==> config.mk <==
export PLATFORM = sky130hd
export DESIGN_NAME = tmr_clock_select
export DESIGN_NICKNAME = d
export VERILOG_FILES = /design/src/rtl/tmr_clock_select.sv
export SDC_FILE = /design/constraint.sdc
export NUM_CORES = 1
export LEC_CHECK = 0
export BUFFER_PORTS_ARGS = -buffer_cell sky130_fd_sc_hd__clkbuf_2
export CORE_AREA = 2 2 45 47
export CTS_BUF_LIST = sky130_fd_sc_hd__clkbuf_8
export DETAILED_ROUTE_END_ITERATION = 10
export DIE_AREA = 0 0 47 49
export PLACE_DENSITY_LB_ADDON = 0.12
export SLEW_MARGIN = 20
export SYNTH_ARGS = -nofsm -noshare
export SYNTH_HDL_FRONTEND = slang
export SYNTH_HIERARCHICAL = 1
export SYNTH_SLANG_ARGS = --single-unit
==> constraint.sdc <==
create_clock -name clk -period 2 [get_ports clk]
set_input_delay 0.1 -clock clk [delete_from_list [all_inputs] [get_ports clk]]
set_output_delay 0.1 -clock clk [all_outputs]
set_load 0.1 [all_outputs]
==> src/rtl/tmr_clock_select.sv <==
// Timer count-source stage: prescaler, TMCI/TMRI synchronizers, source mux. Optional filter: TMR_INPUT_FILTER_EN.
// Latency: internal tick and cascade 1 cycle; TMCI/TMRI 3 cycles from first sample (5 with the filter).
// Backpressure: none; count_en and ext_clr are free-running single-cycle or level outputs.

module tmr_pin_sync (
    input  logic clk,
    input  logic reset_n,
    input  logic pin,
    output logic lvl,
    output logic lvl_q
);
    logic s1;
    logic s2;
    logic s3;
    logic lvl_now;

`ifdef TMR_INPUT_FILTER_EN
    logic h1;
    logic h2;

    always_ff @(posedge clk or posedge reset_n) begin
        if (reset_n) begin
            h1 <= 1'b0;
            h2 <= 1'b0;
        end else begin
            h1 <= s2;
            h2 <= h1;
        end
    end

    // Level only moves once three consecutive synchronized samples agree.
    always_comb begin
        lvl_now = s3;
        if (s2 && h1 && h2) begin
            lvl_now = 1'b1;
        end else if (!(s2 || h1 || h2)) begin
            lvl_now = 1'b0;
        end
    end
`else
    assign lvl_now = s2;
`endif

    always_ff @(posedge clk or posedge reset_n) begin
        if (reset_n) begin
            s1 <= 1'b0;
            s2 <= 1'b0;
            s3 <= 1'b0;
        end else begin
            s1 <= pin;
            s2 <= s1;
            s3 <= lvl_now;
        end
    end

    assign lvl   = lvl_now;
    assign lvl_q = s3;
endmodule

module tmr_clock_select #(
    parameter int PRESCALE_WIDTH = 13
) (
    input  logic                      clk,
    input  logic                      reset_n,
    input  logic [2:0]                cks,
    input  logic                      icks0,
    input  logic                      tmci,
    input  logic                      tmri,
    input  logic                      tmri_en,
    input  logic                      tmris,
    input  logic                      ovf_in,
    output logic                      count_en,
    output logic                      ext_clr,
    output logic [PRESCALE_WIDTH-1:0] presc_out
);
    localparam logic [PRESCALE_WIDTH-1:0] PRESC_ONE = {{(PRESCALE_WIDTH-1){1'b0}}, 1'b1};

    logic [PRESCALE_WIDTH-1:0] presc;
    logic tmci_lvl;
    logic tmci_q;
    logic tmri_lvl;
    logic tmri_q;
    logic tick_2;
    logic tick_8;
    logic tick_32;
    logic tick_64;
    logic tick_1024;
    logic tick_8192;
    logic src_term;
    logic clr_term;

    // Divide-by-2^log2n tick: low log2n prescaler bits all ones.
    function automatic logic div_tick(input logic [PRESCALE_WIDTH-1:0] p, input int log2n);
        logic [PRESCALE_WIDTH-1:0] m;
        m = '0;
        for (int i = 0; i < PRESCALE_WIDTH; i++) begin
            if (i < log2n) begin
                m[i] = 1'b1;
            end
        end
        return (p & m) == m;
    endfunction

    tmr_pin_sync u_tmci_sync (
        .clk     (clk),
        .reset_n (reset_n),
        .pin     (tmci),
        .lvl     (tmci_lvl),
        .lvl_q   (tmci_q)
    );

    tmr_pin_sync u_tmri_sync (
        .clk     (clk),
        .reset_n (reset_n),
        .pin     (tmri),
        .lvl     (tmri_lvl),
        .lvl_q   (tmri_q)
    );

    assign tick_2    = div_tick(presc, 1);
    assign tick_8    = div_tick(presc, 3);
    assign tick_32   = div_tick(presc, 5);
    assign tick_64   = div_tick(presc, 6);
    assign tick_1024 = div_tick(presc, 10);
    assign tick_8192 = div_tick(presc, 13);

    always_comb begin
        src_term = 1'b0;
        case (cks)
            3'b001:  src_term = icks0 ? tick_2    : tick_8;
            3'b010:  src_term = icks0 ? tick_32   : tick_64;
            3'b011:  src_term = icks0 ? tick_1024 : tick_8192;
            3'b100:  src_term = ovf_in;
            3'b101:  src_term = tmci_lvl & ~tmci_q;
            3'b110:  src_term = ~tmci_lvl & tmci_q;
            3'b111:  src_term = tmci_lvl ^ tmci_q;
            default: src_term = 1'b0;
        endcase
    end

    always_comb begin
        clr_term = 1'b0;
        if (tmri_en) begin
            clr_term = tmris ? tmri_lvl : (tmri_lvl & ~tmri_q);
        end
    end

    // Selection changes are not cleaned up: prescaler keeps running across them.
    always_ff @(posedge clk or posedge reset_n) begin
        if (reset_n) begin
            presc    <= '0;
            count_en <= 1'b0;
            ext_clr  <= 1'b0;
        end else begin
            presc    <= presc + PRESC_ONE;
            count_en <= src_term;
            ext_clr  <= clr_term;
        end
    end

    assign presc_out = presc;
endmodule

==> impl_metrics.csv <==
group,metric,value,unit
run_status,run_status,"complete, no violations",
yosys,post-synth-top-count-cell,"dfrtp_1",
global_route,grt_max_degree,16,
clock_tree,cts_max_level,1,
global_route,grt.met1_usage,21.8,%
sta,fin_crit_sh,76.8,%
placement,dpl_cell_area,1060,um^2
setup_path,required,2.13,ns
setup_path,crit_path_top_delay_cell,"mux4_2",
placement,buffer_ports.inserted,25,
sta,timing_hold_violations_final,0,
yosys,postSynth.asyncResetShare,100,%
sta,maxSlewViolCount,0,
hold_path,hold_path.class,"input pin to flop",
setup_path,crit_end_element,"flop",
cells_and_area,layout.nets,126,
setup_path,critical-path-top-delay-family,"multiplexers",
setup_path,worst-r2r-cell-count,6,
power_and_ir_drop,powerDensity,668,nW/um^2
cells_and_area,area_growth_syn_to_layout,25.0,%
clock_tree,cts_setup_buffers,0,
power_and_ir_drop,power_switching,0.169,mW
yosys,cell_area_after_synthesis,912,um^2
power_and_ir_drop,power.internal,0.592,mW
yosys,mapped_avg_cell_area,11.7,um^2
setup_path,regToRegStartpoint,"u_tmci_sync/lvl$_DFF_PP0_",
power_and_ir_drop,power_switching_share,22.2,%
setup_path,path_buf_inv,2,
routing,detail_route.wirelength,1570,um
power_and_ir_drop,ir_drop,0.394,mV
sta,max_slew_margin,62.3,%
placement,place.detailed.hpwl,1200,um
setup_path,critical_path.max_stage_delay,0.45,ns
global_route,first_global_vias,646,
setup_path,worst_flop_to_flop_path_endpoint,"count_en$_DFF_PP0_",
yosys,synth_area_leader_cell,"dfrtp_1",
routing,route.detailed.vias_per_inst,4.69,
yosys,ys_dominant_reg_cell,"dfrtp_1",
cells_and_area,layout.core_utilization,61.9,%
job,cap_violations,0,
setup_path,regToRegSetupSlack,0.46,ns
clock_tree,clock_tree_from_tritoncts,"yes",
die,pin_count,26,
clock_tree,clock_tree.root_cell,"clkbuf_8",
die,initial_core_util,49.5,%
clock_tree,clock_latency,0.25,ns
die,placeableCoreArea,1840,um^2
die,num_rows,16,
global_route,gr-usage-all-layers,16.3,%
global_route,antenna_violations_before_repair,0,
yosys,yosys_register_bits,21,
cells_and_area,final_cell_count_no_fill,136,
die,die_area,2300,um^2
routing,number_of_drc_violations_after_detailed_routing_iteration_0,13,
sta,final-setup-viol-count,0,
routing,postRouteAntennaNets,0,
cells_and_area,post_route_cells_drive_above_1_share,30.3,%
routing,avgRoutedWirePerCell,11.5,um
clock_tree,post_cts.resized_instances,0,
setup_path,cpMostUsedCell,"inv_1",
yosys,post_synth_num_cell_types,23,
power_and_ir_drop,seqPwrFrac,57.3,%
setup_path,worst_path_arrival_time,1.67,ns
sta,finClkSkew,0.00258,ns
cells_and_area,num_antenna_cells,0,
sta,setup-tns-final,0,ns
clock_tree,cts.sinks,21,
global_route,global_route_wire_length_before_repair,2680,um
sta,max_slew.worst_pin.slew,0.564,ns
global_route,grt_util_met3,4.81,%
yosys,synth_cells,78,
die,dieWidth,47,um
global_route,global_route.usage.met2,24.9,%
yosys,synth_nets,94,
clock_tree,clock_slew_seen_by_the_registers_of_the_worst_setup_and_hold_paths,0.07,ns
power_and_ir_drop,power.share.combinational,8.4,%
global_route,global_route.peak_usage_layer,"met2",
yosys,synth_area_leaders,"dfrtp_1 58%, ha_1 6.9%, xor2_1 4.8%",
yosys,yosys_warnings,6,
placement,dpl_worst_slack,0.450,ns
clock_tree,ctsLongestPathBuffers,2,
global_route,global_route.overflow_total,0,
power_and_ir_drop,power.total,0.761,mW
setup_path,startpoint_type,"flop",
hold_path,hold-path-cell-count,3,
routing,drt_drc_violations_left,0,
power_and_ir_drop,power.clock.fraction,34.3,%
setup_path,timing.setup.critical_path_class,"flop to flop",
sta,rsz0062_at_grt,"no",
power_and_ir_drop,total_leakage_power,0.624,nW
placement,placedCellCount,129,
yosys,synth-edff-count,0,
setup_path,timing.critical_path.fanout_max,3,
hold_path,hold_path_end,"ext_clr$_DFF_PP0_",
sta,fin_worst_hold_slack,0.0452,ns
clock_tree,numCtsBuffers,3,
sta,timing.final.ws_setup,0.463,ns
yosys,synth_seq_area_share,57.6,%
placement,gp_congestion,0.709,
yosys,synth.top_cell.area_share,57.6,%
cells_and_area,final_design_area_no_fill,1140,um^2
sta,achievable-frequency,651,MHz
routing,num_vias,638,
sta,final_period_minus_worst_setup_slack,1.54,ns
routing,number_of_iterations_in_the_first_detailed_routing_pass,4,
hold_path,hp-start,"tmri_en",
yosys,ys_top_cells_by_count,"21 x dfrtp_1, 10 x inv_1, 9 x nand2_1",
setup_path,cp_cell_sequence,"inv_1 -> ha_1 -> inv_1 -> mux4_2 -> a21oi_1 -> o311ai_1",
die,die_height,49,um
## tightest hold or removal path: stages
cell and delay, ns:
clkbuf_2 0.08, nand2_1 0.05, a21oi_1 0.03
## worst max-delay path by stage
stage | from | endpoint | depth (start not counted) | slack [ns]
after floorplan | presc_out[3]$_DFF_PP0_ | presc_out[12]$_DFF_PP0_ | 4 | 0.10
after global placement | u_tmci_sync/lvl$_DFF_PP0_ | count_en$_DFF_PP0_ | 6 | 0.48
after detailed placement | u_tmci_sync/lvl$_DFF_PP0_ | count_en$_DFF_PP0_ | 6 | 0.45
after CTS | u_tmci_sync/lvl$_DFF_PP0_ | count_en$_DFF_PP0_ | 6 | 0.45
after global routing | u_tmci_sync/lvl$_DFF_PP0_ | count_en$_DFF_PP0_ | 6 | 0.34
final | u_tmci_sync/lvl$_DFF_PP0_ | count_en$_DFF_PP0_ | 6 | 0.46
## sequential cells by signal, summed over array words and instances (netlist names)
register           count
u_tmci_sync/lvl        1
u_tmci_sync/s1         1
u_tmri_sync/s1         1
ext_clr                1
u_tmri_sync/lvl_q      1
u_tmci_sync/lvl_q      1
count_en               1
u_tmri_sync/lvl        1
presc_out             13
## layout by cell type, fill, tap and decap left out, drive strengths merged, types with 2 or more instances in the layout
master	count
clkbuf	28
dfrtp	21
inv	11
nand2	9
nor2	5
xor2	5
ha	5
xnor2	4
dlygate4sd3	3
nand3	3
nand4	2
a21oi	2
## cells by family (layout without fill, tap and decap cells)
group	after synthesis	in the layout	synth area share, %
AO/OA/AOI/OAI	5	5	3.57
adder cells (fa/ha/maj)	5	5	6.86
buffers and inverters	11	42	4.94
flip-flops	21	21	57.6
XOR/XNOR	9	9	8.64
AND/OR/NAND/NOR	25	25	14.8
multiplexers	2	2	3.57
## final cells by class
cell class                 instances  area [um^2]
clock buffer                       3         41.3
clock inverter                     1         3.75
fill                             172          702
inverter                          10         37.5
multi-input combinational         46          342
sequential                        21          527
tap                               27         33.8
timing repair buffer              28          155
## power by group through the flow
stage	Sequential (mW)	Combinational, mW	Clock, mW
after floorplan	0.463	0.0207	0
after global placement	0.444	0.0597	0
after detailed placement	0.445	0.0604	0
after CTS	0.436	0.0650	0.274
after global routing	0.437	0.0711	0.293
final	0.437	0.0639	0.261
## per-layer routing
layer,routed length (um),up-vias,share of wire (%)
li1,-,317,-
met1,720,300,46
met2,746,19,48
met3,89,2,5.7
met4,13,0,0.83
met5,0,-,0
## what timing repair did
item | 4_1_cts | 5_1_grt
setup endpoints to repair | 0 | 0
hold buffers | 3 | 0
hold endpoints to repair | 23 | 0
(Power assumes the default switching activity.)
